===== src/rtl/bestmatch_pkg.sv =====
// bestmatch_pkg: shared types and widths for the best-match selector.
//   state_e   - selector FSM states (IDLE, SCAN, DONE)
//   RES_W     - correlation score width
//   PLACE_W   - candidate place width
//   cnt_w()   - candidate counter width for a given NPLACE
//   CNT_W     - counter width for the default NPLACE of 64
package bestmatch_pkg;

    localparam int RES_W   = 18;
    localparam int PLACE_W = 6;

    typedef enum logic [1:0] {
        IDLE = 2'd0,
        SCAN = 2'd1,
        DONE = 2'd2
    } state_e;

    // The counter must be able to hold NPLACE itself after the final increment.
    function automatic int cnt_w(input int nplace);
        return $clog2(nplace + 1);
    endfunction

    localparam int CNT_W = cnt_w(64);

endpackage


===== src/rtl/bestmatch_select_score_compare.sv =====
// score_compare: combinational best / second-best update for one sample.
//   first            - this is the first sample of the scan (load unconditionally)
//   result, place    - incoming candidate
//   best_result/place- current winner
//   best_*_nxt       - winner after this sample
//   second_best(_nxt)- runner-up score, present only with CONF_CHECK_EN
// Macro: CONF_CHECK_EN adds second-best tracking.
module score_compare
    import bestmatch_pkg::*;
(
    input  logic               first,
    input  logic [RES_W-1:0]   result,
    input  logic [PLACE_W-1:0] place,
    input  logic [RES_W-1:0]   best_result,
    input  logic [PLACE_W-1:0] best_place,
`ifdef CONF_CHECK_EN
    input  logic [RES_W-1:0]   second_best,
    output logic [RES_W-1:0]   second_best_nxt,
`endif
    output logic [RES_W-1:0]   best_result_nxt,
    output logic [PLACE_W-1:0] best_place_nxt
);

    always_comb begin
        best_result_nxt = best_result;
        best_place_nxt  = best_place;
`ifdef CONF_CHECK_EN
        second_best_nxt = second_best;
`endif
        if (first) begin
            best_result_nxt = result;
            best_place_nxt  = place;
`ifdef CONF_CHECK_EN
            // Zero keeps second_best <= best, so the margin never wraps.
            second_best_nxt = '0;
`endif
        end else if (result > best_result) begin
            // Strict compare: ties keep the earlier place.
            best_result_nxt = result;
            best_place_nxt  = place;
`ifdef CONF_CHECK_EN
            second_best_nxt = best_result;
`endif
        end
`ifdef CONF_CHECK_EN
        else if (result == best_result || result > second_best) begin
            second_best_nxt = result;
        end
`endif
    end

endmodule


===== src/rtl/bestmatch_select.sv =====
// bestmatch_select: picks the highest-scoring place out of a scan of results.
//   clk, rst       - clock, synchronous active-high reset
//   lstart         - opens (or restarts) a scan
//   res_valid, result, place, scan_end - candidate stream from the calc stage
//   best_place, best_result, out_valid, out_ready - winner with handshake
//   busy           - scan in progress or result waiting
//   overrun        - sticky: a sample arrived while a result was waiting
//   ambiguous      - best-to-second margin below AMB_THRESH (CONF_CHECK_EN only)
// Macro: CONF_CHECK_EN enables second-best tracking and the ambiguous output.
module bestmatch_select
    import bestmatch_pkg::*;
#(
    parameter int               NPLACE     = 64,
    parameter logic [RES_W-1:0] AMB_THRESH = 18'd16
) (
    input  logic               clk,
    input  logic               rst,
    input  logic               lstart,
    input  logic               res_valid,
    input  logic [RES_W-1:0]   result,
    input  logic [PLACE_W-1:0] place,
    input  logic               scan_end,
    output logic [PLACE_W-1:0] best_place,
    output logic [RES_W-1:0]   best_result,
    output logic               out_valid,
    input  logic               out_ready,
    output logic               busy,
`ifdef CONF_CHECK_EN
    output logic               ambiguous,
`endif
    output logic               overrun
);

    localparam int CW = cnt_w(NPLACE);

    state_e             state_q, state_d;
    logic [CW-1:0]      cnt_q, cnt_d;
    logic               seen_q, seen_d;
    logic [RES_W-1:0]   best_result_q, best_result_d, best_result_nxt;
    logic [PLACE_W-1:0] best_place_q, best_place_d, best_place_nxt;
    logic               overrun_q, overrun_d;
`ifdef CONF_CHECK_EN
    logic [RES_W-1:0]   second_q, second_d, second_nxt;
    logic               amb_q, amb_d;
`endif

    logic accept, last, restart, release_out;

    // A restart in the same cycle as a sample wins; the sample is dropped.
    assign accept      = (state_q == SCAN) && res_valid && !lstart;
    assign last        = scan_end || (cnt_q == CW'(NPLACE - 1));
    assign release_out = (state_q == DONE) && out_ready;
    assign restart     = lstart && ((state_q == IDLE) || (state_q == SCAN) || release_out);

    score_compare u_cmp (
        .first           (!seen_q),
        .result          (result),
        .place           (place),
        .best_result     (best_result_q),
        .best_place      (best_place_q),
`ifdef CONF_CHECK_EN
        .second_best     (second_q),
        .second_best_nxt (second_nxt),
`endif
        .best_result_nxt (best_result_nxt),
        .best_place_nxt  (best_place_nxt)
    );

    // State register
    always_ff @(posedge clk) begin
        if (rst) state_q <= IDLE;
        else     state_q <= state_d;
    end

    // Next-state logic
    always_comb begin
        state_d = state_q;
        case (state_q)
            IDLE:    if (lstart) state_d = SCAN;
            SCAN: begin
                if (lstart)              state_d = SCAN;
                else if (accept && last) state_d = DONE;
            end
            DONE: begin
                if (release_out) state_d = lstart ? SCAN : IDLE;
            end
            default: state_d = IDLE;
        endcase
    end

    // FSM outputs
    always_comb begin
        out_valid = (state_q == DONE);
        busy      = (state_q != IDLE);
    end

    // Datapath next values
    always_comb begin
        cnt_d         = cnt_q;
        seen_d        = seen_q;
        best_result_d = best_result_q;
        best_place_d  = best_place_q;
        overrun_d     = overrun_q | ((state_q == DONE) && res_valid);
`ifdef CONF_CHECK_EN
        second_d      = second_q;
        amb_d         = amb_q;
`endif
        if (restart) begin
            cnt_d  = '0;
            seen_d = 1'b0;
        end else if (accept) begin
            cnt_d         = cnt_q + 1'b1;
            seen_d        = 1'b1;
            best_result_d = best_result_nxt;
            best_place_d  = best_place_nxt;
`ifdef CONF_CHECK_EN
            second_d      = second_nxt;
`endif
        end
`ifdef CONF_CHECK_EN
        // second_nxt <= best_result_nxt always, so the margin is non-negative.
        if (accept && last)
            amb_d = seen_q && ((best_result_nxt - second_nxt) < AMB_THRESH);
        else if (release_out)
            amb_d = 1'b0;
`endif
    end

    always_ff @(posedge clk) begin
        if (rst) begin
            cnt_q         <= '0;
            seen_q        <= 1'b0;
            best_result_q <= '0;
            best_place_q  <= '0;
            overrun_q     <= 1'b0;
`ifdef CONF_CHECK_EN
            second_q      <= '0;
            amb_q         <= 1'b0;
`endif
        end else begin
            cnt_q         <= cnt_d;
            seen_q        <= seen_d;
            best_result_q <= best_result_d;
            best_place_q  <= best_place_d;
            overrun_q     <= overrun_d;
`ifdef CONF_CHECK_EN
            second_q      <= second_d;
            amb_q         <= amb_d;
`endif
        end
    end

    assign best_result = best_result_q;
    assign best_place  = best_place_q;
    assign overrun     = overrun_q;
`ifdef CONF_CHECK_EN
    assign ambiguous   = amb_q;
`endif

endmodule


===== config.mk =====
export PLATFORM = sky130hd
export DESIGN_NAME = bestmatch_select
export DESIGN_NICKNAME = d
export VERILOG_FILES = /design/src/rtl/bestmatch_pkg.sv /design/src/rtl/bestmatch_select_score_compare.sv /design/src/rtl/bestmatch_select.sv
export SDC_FILE = /design/constraint.sdc
export NUM_CORES = 1
export LEC_CHECK = 0
export BUFFER_PORTS_ARGS = -buffer_cell sky130_fd_sc_hd__clkbuf_2
export CORE_ASPECT_RATIO = 2
export CORE_UTILIZATION = 56
export DETAILED_ROUTE_END_ITERATION = 6
export GPL_ROUTABILITY_DRIVEN = 0
export PLACE_DENSITY = 0.85
export SLEW_MARGIN = 20
export SYNTH_ARGS = -nofsm -noshare
export SYNTH_HDL_FRONTEND = slang
export SYNTH_SLANG_ARGS = --single-unit

===== constraint.sdc =====
create_clock -name clk -period 3.7 [get_ports clk]
set_input_delay 0.185 -clock clk [delete_from_list [all_inputs] [get_ports clk]]
set_output_delay 0.185 -clock clk [all_outputs]
set_load 0.01 [all_outputs]

==> run_results.csv <==
group,metric,value,unit
placed_design,port_buffers,56,
route,vias_per_cell,5.12,
final_layout,fill_cells,321,
sta,hold_viol,0,
yosys,synth_top_area_share,34.3,%
setup_path,path_class,"flop to flop",
route,postRouteAntennaNets,0,
final_layout,multi_input_area,1180,sq um
global_route,grtUsageTotal,20.5,%
clock_network,cts.repair.resized,0,
route,vias,1665,
min_path,min-delay-path-class,"input pin to flop",
global_route,antenna_found_initial,0,
sta,rsz0062_at_grt,"false",
clock_network,htreeDepth,2,
setup_path,path_max_fanout,18,
sta,finalMaxSlewViolations,0,
yosys,synth_area,2040,sq um
final_layout,final_cell_mix,"clkbuf_2, nand2b_1, dfxtp_1, mux2i_1, inv_1",
yosys,synth_area_leaders,"dfxtp_1, nand2b_1, mux2i_1, ha_1, inv_1",
final_layout,final_common_cell,"clkbuf_2",
power_and_ir_drop,powerDensity,318,nW/um^2
sta,relSlewSlack,54.1,%
floorplanning,die_h,87.4,um
setup_path,worstSetupEndpointType,"flop",
yosys,syn-instance-count,222,
power_and_ir_drop,finalPower,758,uW
clock_network,cts.reportedPaths.clkPinSlew,0.07,ns
global_route,grt_pass1_vias,1557,
floorplanning,initial_utilization,59.2,%
floorplanning,design.die.area,3910,sq um
status,outcome,"finished, final reports clean",
floorplanning,placementRows,30,
setup_path,cp.required,3.92,ns
sta,fmax,423,MHz
sta,worst-slew-pin-transition,0.688,ns
final_layout,nets,325,
global_route,grt_max_degree,53,
setup_path,cp.arrival,2.58,ns
route,drtPass1Iterations,4,
placed_design,placed_area,2310,sq um
final_layout,diodes,0,
yosys,synth_warnings,0,
setup_path,startpoint_type,"flop",
final_layout,seqCellArea,701,sq um
final_layout,final_cells,325,
yosys,avgSynthCellArea,9.20,sq um
clock_network,holdBufCountCts,0,
floorplanning,io-pin-count,57,
placed_design,dpl.hpwl,2.85,mm
clock_network,clkLatencyLatePin,0.29,ns
global_route,grt_pass1_wl,6.01,mm
route,drt_wl_total,3.66,mm
sta,fin_crit_sh,63.8,%
sta,tns,0,ns
global_route,overflow,0,
clock_network,cts.path.max_buffers,2,
final_layout,drive_above_1_share,24.9,%
sta,finClkSkew,0.00407,ns
yosys,ys_ff_latch,35,
yosys,synth_top_area_cell,"dfxtp_1",
yosys,synth.distinct_cells,32,
yosys,syn_nets,271,
clock_network,cts_buffers,5,
route,drt_iter0_drc,15,
floorplanning,die_w,44.7,um
route,drcViolationCount,0,
clock_network,cts-root-buf,"clkbuf_8",
placed_design,placed_cells,317,
job,maxCapViolations,0,
final_layout,stdcell_area,2390,sq um
route,wire_per_inst,11.3,um
clock_network,cts_setup_buffers,0,
sta,setup_viol,0,
final_layout,area_growth,16.8,%
clock_network,tritoncts,"yes",
sta,fin_crit,2.36,ns
clock_network,cts.sinks,35,
power_and_ir_drop,ir_drop,0.286,mV
yosys,yosysSeqAreaShare,34.3,%
power_and_ir_drop,leakage,0.987,nW
floorplanning,core,3450,sq um
-- cells in the mapped netlist, drive strengths merged --
cell / count
nand2b: 50
dfxtp: 35
mux2i: 25
inv: 21
ha: 19
a21oi: 9
nor2: 9
o21ai: 7
clkbuf: 6
nand2: 6
nand4: 5
buf: 4
nor2b: 4
nand3: 3
xor2: 3
a21o: 2
or3: 2
a221oi: 1
a22oi: 1
a31oi: 1
and2: 1
and3: 1
nor3: 1
nor3b: 1
o2111ai: 1
o21ba: 1
o311ai: 1
or2: 1
xnor2: 1
-- area by class of cell --
class	instances	area share [%]
flip-flops and latches	35	29.4
well taps	48	2.52
multi-input cells	156	49.4
clock inverters	1	0.210
clock buffers	7	3.20
inverters	21	3.30
repair buffers	57	12.1
-- flip-flops by register name (all words and copies together), names as in the netlist --
name,cells
seen_q,1
best_result,18
state_q,2
best_place,6
overrun,1
cnt_q,7
-- path summary, 6_finish.rpt --
path	depth (start not counted)	start	end	slack (ns)
min	3	place[2]	best_place[2]$_SDFFE_PP0P_	0.14
max reg2reg	9	best_result[7]$_SDFFE_PP0P_	best_place[4]$_SDFFE_PP0P_	1.34
max	9	best_result[7]$_SDFFE_PP0P_	best_place[4]$_SDFFE_PP0P_	1.34
min reg2reg	2	best_place[3]$_SDFFE_PP0P_	best_place[3]$_SDFFE_PP0P_	0.47
-- kinds of logic after synthesis --
| group | after synthesis | share of synthesized area, % |
|---|---|---|
| AO/OA/AOI/OAI | 24 | 7.41 |
| XOR/XNOR | 4 | 1.71 |
| adder cells (fa/ha/maj) | 19 | 11.6 |
| buffers and inverters | 31 | 8.02 |
| flip-flops | 35 | 34.3 |
| multiplexers | 25 | 12.2 |
| AND/OR/NAND/NOR | 84 | 24.7 |
-- per-layer routing --
metal	vias to the layer above	share of wire, %	global-route usage, %
met5	-	0	0
met4	0	3.1	11.3
met3	13	4.0	4.56
met2	41	55	38.5
met1	768	38	19.2
li1	843	-	-
-- stage by stage --
step	setup slack [ns]	hold WS, ns	utilization [%]
floorplan	1.75	0.326	-
global placement	1.36	0.436	66.8
detailed placement	1.33	0.439	66.8
CTS	1.31	0.131	69.1
global route	1.11	0.147	69.1
finish	1.34	0.141	69.1
-- worst max-delay path, cell delays in order, from the launching register on --
cell,delay [ns]
dfxtp_1,0.36
inv_1,0.05
ha_1,0.29
nand4_1,0.12
nor3_2,0.23
a21oi_1,0.09
a31oi_1,0.17
o21ba_1,0.38
buf_4,0.39
mux2i_1,0.22
-- power by group --
group	total (mW)	internal, mW	switching [mW]
logic	0.104	0.0526	0.0515
registers	0.391	0.385	0.00607
clock network	0.263	0.132	0.131
Note: power is estimated with default switching activity, not from simulation.
